**config.mk**
```make
export PLATFORM = sky130hd
export DESIGN_NAME = ex_ma_pipe_reg
export DESIGN_NICKNAME = d
export VERILOG_FILES = /design/src/rtl/ex_ma_pipe_reg.sv
export SDC_FILE = /design/constraint.sdc
export NUM_CORES = 1
export LEC_CHECK = 0
export ABC_CLOCK_PERIOD_IN_PS = 2200
export CORE_ASPECT_RATIO = 0.9
export CORE_MARGIN = 5
export CORE_UTILIZATION = 50
export CTS_CLUSTER_SIZE = 8
export DETAILED_ROUTE_END_ITERATION = 7
export HOLD_SLACK_MARGIN = 0.1
export PLACE_DENSITY_LB_ADDON = 0.2
export SLEW_MARGIN = 10
export SYNTH_ARGS = -nofsm -noshare
export SYNTH_HDL_FRONTEND = slang
export SYNTH_SLANG_ARGS = --single-unit
```
**constraint.sdc**
```tcl
create_clock -name clk -period 2.2 [get_ports clk]
set_input_delay 0.44 -clock clk [delete_from_list [all_inputs] [get_ports clk]]
set_output_delay 0.44 -clock clk [all_outputs]
set_load 0.02 [all_outputs]
```
**src/rtl/ex_ma_pipe_reg.sv**
```systemverilog
// EX->MA pipeline register with a valid/ready handshake, an optional 2-entry skid buffer,
// synchronous flush, bubble-gated write enables and a saturating stall-cycle counter.
module ex_ma_pipe_reg #(
  parameter int XLEN       = 32,
  parameter int REG_ADDR_W = 5,
  parameter int SKID       = 1,
  parameter int CNT_W      = 16
) (
  input  logic                  clk,
  input  logic                  reset_n,
  input  logic                  flush,
  input  logic                  in_valid,
  output logic                  in_ready,
  input  logic [REG_ADDR_W-1:0] AddrD_in,
  input  logic                  RegWEn_in,
  input  logic                  MemRW_in,
  input  logic [1:0]            WBSel_in,
  input  logic [2:0]            funct3_in,
  input  logic [XLEN-1:0]       ALU_Result_in,
  input  logic [XLEN-1:0]       DataB_in,
  input  logic [XLEN-1:0]       pcPlus4_in,
  output logic                  out_valid,
  input  logic                  out_ready,
  output logic [REG_ADDR_W-1:0] AddrD_out,
  output logic                  RegWEn_out,
  output logic                  MemRW_out,
  output logic [1:0]            WBSel_out,
  output logic [2:0]            funct3_out,
  output logic [XLEN-1:0]       ALU_Result_out,
  output logic [XLEN-1:0]       DataB_out,
  output logic [XLEN-1:0]       pcPlus4_out,
  output logic [CNT_W-1:0]      stall_cnt
);

  typedef struct packed {
    logic [REG_ADDR_W-1:0] addr_d;
    logic                  reg_wen;
    logic                  mem_rw;
    logic [1:0]            wb_sel;
    logic [2:0]            funct3;
    logic [XLEN-1:0]       alu_result;
    logic [XLEN-1:0]       data_b;
    logic [XLEN-1:0]       pc_plus4;
  } payload_t;

  typedef enum logic [1:0] {EMPTY, ONE, FULL} state_t;

  state_t     state_q, state_d;
  payload_t   in_pl, m_q, s_pl;
  logic       load_m, load_s, m_from_s;
  logic       accept, emit;
  logic [CNT_W-1:0] cnt_q;

  assign in_pl = '{addr_d: AddrD_in, reg_wen: RegWEn_in, mem_rw: MemRW_in, wb_sel: WBSel_in,
                   funct3: funct3_in, alu_result: ALU_Result_in, data_b: DataB_in,
                   pc_plus4: pcPlus4_in};

  assign out_valid = (state_q != EMPTY);
  assign accept    = in_valid & in_ready;
  assign emit      = out_valid & out_ready;

  always_ff @(posedge clk or negedge reset_n) begin
    if (!reset_n) state_q <= EMPTY;
    else          state_q <= state_d;
  end

  // flush wins over everything: no loads, straight back to EMPTY
  always_comb begin
    state_d  = state_q;
    load_m   = 1'b0;
    load_s   = 1'b0;
    m_from_s = 1'b0;
    if (flush) begin
      state_d = EMPTY;
    end else begin
      case (state_q)
        EMPTY: if (accept) begin
          load_m  = 1'b1;
          state_d = ONE;
        end
        ONE: begin
          if (emit && accept) begin
            load_m = 1'b1;
          end else if (emit) begin
            state_d = EMPTY;
          end else if (accept && SKID != 0) begin
            load_s  = 1'b1;
            state_d = FULL;
          end
        end
        FULL: if (emit) begin
          m_from_s = 1'b1;
          state_d  = ONE;
        end
        default: state_d = EMPTY;
      endcase
    end
  end

  generate
    if (SKID != 0) begin : g_skid
      logic     rdy_q;
      payload_t s_q;
      // in_ready comes straight from a flop so EX never sees a path through out_ready
      always_ff @(posedge clk or negedge reset_n) begin
        if (!reset_n) rdy_q <= 1'b1;
        else          rdy_q <= (state_d != FULL);
      end
      always_ff @(posedge clk or negedge reset_n) begin
        if (!reset_n)    s_q <= '0;
        else if (load_s) s_q <= in_pl;
      end
      assign in_ready = rdy_q;
      assign s_pl     = s_q;
    end else begin : g_noskid
      assign in_ready = (state_q == EMPTY) | out_ready;
      assign s_pl     = '0;
    end
  endgenerate

  always_ff @(posedge clk or negedge reset_n) begin
    if (!reset_n)      m_q <= '0;
    else if (load_m)   m_q <= in_pl;
    else if (m_from_s) m_q <= s_pl;
  end

  always_ff @(posedge clk or negedge reset_n) begin
    if (!reset_n)                               cnt_q <= '0;
    else if (out_valid && !out_ready && !(&cnt_q)) cnt_q <= cnt_q + 1'b1;
  end

  assign AddrD_out      = m_q.addr_d;
  assign RegWEn_out     = m_q.reg_wen & out_valid;
  assign MemRW_out      = m_q.mem_rw  & out_valid;
  assign WBSel_out      = m_q.wb_sel;
  assign funct3_out     = m_q.funct3;
  assign ALU_Result_out = m_q.alu_result;
  assign DataB_out      = m_q.data_b;
  assign pcPlus4_out    = m_q.pc_plus4;
  assign stall_cnt      = cnt_q;

endmodule

```
Yosys cells after proc, flatten, opt, wreduce, memory -nomap -nowiden:

Index checks and enable logic that the tools add are counted.

* flip-flop bits (word level): 235
* logic and storage cells: 56

* add/subtract/negate cells: 1
* equal/unequal tests: 3
* muxes and demuxes: 20
* bitwise logic cells: 4
* reductions and logical operators: 9

Operator list (count)
* $mux W108: 2
* $add A16 B1 Y16 const B: 1
* $reduce_and A16 Y1: 1
* $mux W2: 6
* $mux W1: 10
* $pmux W2 S3: 1
* $and A1 B1 Y1: 4
* $reduce_bool A2 Y1: 2
* $logic_and A1 B1 Y1: 3
* $eq A2 B1 Y1 const B: 1
* $eq A2 B2 Y1 const B: 1
* $logic_not A1 Y1: 2
* $logic_not A2 Y1: 1
* $ne A2 B2 Y1 const B: 1
* $pmux W1 S2: 1

Depth between registers and ports, before layout:

* depth after elaboration: 7
* mapped depth: 7
* depth with buffers taken out: 5

Worst setup path before layout:

Ideal clock, no wire load.

* kind: register to register
* start point: register cnt_q[0], in the netlist stall_cnt[0]
* end point: register cnt_q[9], in the netlist stall_cnt[9]
* library setup time: 0.133 ns
* data arrival time: 1.687 ns
* slack: 0.380 ns
* stages on the path, launching flop included: 6
* path buffers: 0
* period minus slack after synthesis: 1.820 ns
* path through: dfrtp_1 > ha_1 > nand3_2 > nor4_4 > and4bb_1 > xor2_1

* cells in the longest elaborated chain, start to end: 3

RTL lines
* start: declaration: RTL line 52 `logic [CNT_W-1:0] cnt_q;`
* start signal: assignment: RTL line 129 `else if (out_valid && !out_ready && !(&cnt_q)) cnt_q <= cnt_q + 1'b1;`
* parallel branches: the longest is 3 deep, another holds $add A16 B1 Y16

Several ways; the timed one is not identified.
A chain may end at the register's enable or synchronous reset.

Worst setup path in the final report:

* start point: register g_skid.rdy_q, in the netlist in_ready
* end point: output port in_ready

RTL lines
* start: declaration: RTL line 102 `logic rdy_q;`
* start signal: assignment: RTL line 107 `else rdy_q <= (state_d != FULL);`
* end: declaration: RTL line 13 `output logic in_ready,`

No word-level cell between the ends.

==> qor.log <==
INFO  synth          synth-main-ff-cell=sky130_fd_sc_hd__dfrtp_1
INFO  synth          synth_edf_count=0
INFO  worst_setup_path startpoint_of_the_most_critical_setup_path=in_ready$_DFF_PN1_
INFO  final_layout   most-common-layout-cells=234 x sky130_fd_sc_hd__dfrtp_1, 234 x sky130_fd_sc_hd__clkdlybuf4s50_1, 220 x sky130_fd_sc_hd__nand2_1
INFO  global_route   antenna_violations_before_repair=1
INFO  clock_tree     clk_pin_slew=0.05ns
INFO  detailed_routing first_iter_violations=415
INFO  min_path       min_path_type=flip-flop to flip-flop
INFO  worst_setup_path worst_r2r_startpoint=stall_cnt[0]$_DFFE_PN0P_
INFO  final_layout   finalNonFillerCells=1307
INFO  detailed_routing postRouteWirelength=23400µm
INFO  clock_tree     number_of_buffers_inserted_during_clock_tree_synthesis=35
INFO  run_status     outcome=completed
INFO  global_route   grt_pass1_wl=38400µm
INFO  final_layout   final_layout_size_suffix_gt1_share=17.7%
INFO  floorplan      io-pin-count=239
INFO  min_path       worst_hold_path.num_cells=2
INFO  global_route   globalRouteTotalUtil=19.9%
INFO  pwr            power.density=1010nW/µm²
INFO  final_layout   postLayoutCoreUtil=66.1%
INFO  synth          synth-async-reset-ratio=100%
INFO  clock_tree     cts.path.max_buffers=3
INFO  worst_setup_path critical_path.top_delay_family=buffers and inverters
INFO  global_route   grt_overflow=0
INFO  worst_setup_path timing.critical_path.required=1.76ns
INFO  floorplan      die_w=162µm
INFO  worst_setup_path crit_path_top_delay_cell=sky130_fd_sc_hd__clkdlybuf4s50_1
INFO  clock_tree     setup_fix_buffers_added_after_clock_tree_synthesis=0
INFO  global_route   met1_usage=27.7%
INFO  worst_setup_path critical_path_buf_inv_count=1
INFO  worst_setup_path cp-end-kind=output port
INFO  detailed_routing drt-wirelength-per-cell=17.9µm
INFO  worst_setup_path crit_type=flip-flop to output port
INFO  global_route   top_usage_layer=met2
INFO  timing         tightestPinTransition=0.550ns
INFO  detailed_routing route.detailed.drc=0
INFO  clock_tree     ctsRootBufferMaster=sky130_fd_sc_hd__clkbuf_16
INFO  worst_setup_path timing.critical_path.depth=1
INFO  clock_tree     cts_num_sinks=235
INFO  timing         drv_slew=0
INFO  floorplan      die_h=146µm
INFO  detailed_routing routed-via-count=6910
INFO  final_layout   layout.nets=1157
INFO  global_route   global_route.usage.met3=5.24%
INFO  floorplan      start_util=51.2%
INFO  synth          mappedNetlistArea=10300µm²
INFO  floorplan      die-area=23700µm²
INFO  worst_setup_path cp.arrival=1.64ns
INFO  global_route   grt_max_degree=63
INFO  timing         grt_setup_unrepaired=no
INFO  worst_setup_path delay_of_the_slowest_critical_path_stage=0.62ns
INFO  worst_setup_path cp_cell_sequence=clkdlybuf4s50_1
INFO  placement      dp.cells=1260
INFO  timing         final.setup_skew=0.0134ns
INFO  final_layout   synthToLayoutAreaGrowth=29.0%
INFO  synth          post_synth_inst_count=891
INFO  synth          synth_warnings=0
INFO  worst_setup_path worst_r2r_path_cells=5
INFO  clock_tree     htreeDepth=2
INFO  timing         maxClockFrequency=480MHz
INFO  placement      final_wtd_congestion=0.741
INFO  global_route   met2_usage=30.6%
INFO  worst_setup_path start_kind=flip-flop
INFO  timing         period_share=94.7%
INFO  synth          syn_area_per_cell=11.6µm²
INFO  min_path       hold_start=m_q[101]$_DFFE_PN0P_
INFO  pwr            peakVddDrop=0.764mV
INFO  synth          synth_seq_area_share=56.9%
INFO  clock_tree     clock_tree_from_tritoncts=done
INFO  job            max_cap_violations=0
INFO  global_route   first_global_vias=7266
INFO  floorplan      placement_rows=49
INFO  synth          synth-seq-cells=235
INFO  clock_tree     clock_network_latency_to_the_later_pin_of_the_worst_skew_pair=0.49ns
INFO  timing         final_period_demand_of_the_worst_path=2.08ns
INFO  timing         final.setup.tns=0ns
INFO  pwr            p_leak=6.15nW
INFO  detailed_routing avgViaCountPerCell=5.29
INFO  floorplan      design.core.area=20200µm²
INFO  synth          syn_nets=1005
INFO  detailed_routing drt_pass1_iterations=5
INFO  worst_setup_path critical_path_peak_fanout=3
INFO  synth          yosysUniqueCellTypes=48
INFO  timing         hold_viol_final=0
INFO  timing         setup-violations-final=0
INFO  placement      portBuffers=238
INFO  timing         slew_headroom=63.3%
INFO  placement      post-dp-hpwl=15300µm
INFO  detailed_routing final_antenna_net_count=0
[power breakdown]
part,total (W),switching (W),internal (W)
Clock,0.00461,0.00176,0.00285
Sequential,0.00594,0.000585,0.00536
Combinational,0.00294,0.00136,0.00158
Total,0.0135,0.00371,0.00979
[cell usage after synthesis, types with 2 or more instances]
master | n | area, µm²
sky130_fd_sc_hd__mux2_2 | 100 | 1130
sky130_fd_sc_hd__nor2_1 | 3 | 11.3
sky130_fd_sc_hd__dfrtp_1 | 234 | 5860
sky130_fd_sc_hd__nand2_1 | 220 | 826
sky130_fd_sc_hd__and3_1 | 2 | 12.5
sky130_fd_sc_hd__nand4_1 | 3 | 18.8
sky130_fd_sc_hd__a22oi_1 | 108 | 811
sky130_fd_sc_hd__o21a_1 | 2 | 15.0
sky130_fd_sc_hd__nand3_1 | 5 | 25.0
sky130_fd_sc_hd__xnor2_1 | 4 | 35.0
sky130_fd_sc_hd__nor4_1 | 2 | 12.5
sky130_fd_sc_hd__buf_6 | 6 | 67.6
sky130_fd_sc_hd__clkbuf_1 | 10 | 37.5
sky130_fd_sc_hd__nand4_2 | 2 | 25.0
sky130_fd_sc_hd__inv_1 | 2 | 7.51
sky130_fd_sc_hd__and4bb_1 | 2 | 25.0
sky130_fd_sc_hd__xor2_1 | 8 | 70.1
sky130_fd_sc_hd__buf_4 | 109 | 818
sky130_fd_sc_hd__buf_2 | 28 | 140
sky130_fd_sc_hd__mux2_1 | 9 | 101
sky130_fd_sc_hd__and2_1 | 3 | 18.8
sky130_fd_sc_hd__nor3_1 | 3 | 15.0
[routing by layer]
metal	vias to the layer above	share of wire, %
met5	-	0
met4	0	2.4
met3	46	7.0
met2	218	46
met1	3386	44
li1	3260	-
[repair_timing]
action	in CTS	in global routing
resized for setup	7	1
hold endpoints to repair	54	0
gates cloned	0	0
hold buffers	1	0
endpoints found under the setup margin	3	2
[metrics by stage]
stage	setup slack, ns	power, W	area [µm²]	hold WS (ns)
2_1_floorplan	0.380	0.00794	10300	0.144
3_3_place_gp	0.122	0.00888	12400	0.419
3_5_place_dp	0.0851	0.00897	12400	0.423
4_1_cts	0.00825	0.0137	13300	0.467
5_1_grt	0.0602	0.0142	13300	0.483
6_report	0.116	0.0135	13300	0.463
[logic make-up after synthesis]
logic type | after synthesis | synth area share, %
compound gates | 118 | 8.64
xor+xnor | 12 | 1.02
fa+ha+maj | 1 | 0.121
buf+inv | 155 | 10.4
flops | 235 | 56.9
mux | 111 | 12.1
simple gates | 259 | 10.8
[sequential cells by signal (all words and copies together) (netlist names)]
name,flops
DataB_out,32
WBSel_out,2
in_ready,1
state_q,2
m_q,2
AddrD_out,5
g_skid.s_q,108
ALU_Result_out,32
funct3_out,3
stall_cnt,16
pcPlus4_out,32
[cell type report]
cell class | count | area, µm²
flip-flops and latches | 235 | 5880
inverters | 2 | 7.51
multi-input cells | 501 | 3400
clock inverters | 4 | 33.8
clock buffers | 41 | 898
repair buffers | 268 | 2790
fillers | 1534 | 6840
diodes | 1 | 2.50
well taps | 255 | 319
[worst paths after layout]
check                                           end  slack (ns)
max                                        in_ready        0.12
min                            m_q[101]$_DFFE_PN0P_        0.46
max reg2reg                stall_cnt[9]$_DFFE_PN0P_        0.31
min reg2reg                    m_q[101]$_DFFE_PN0P_        0.46
max in group asynchronous        in_ready$_DFF_PN1_        0.99
min in group asynchronous  AddrD_out[3]$_DFFE_PN0P_        0.49
Note: power is estimated with default switching activity, not from simulation.
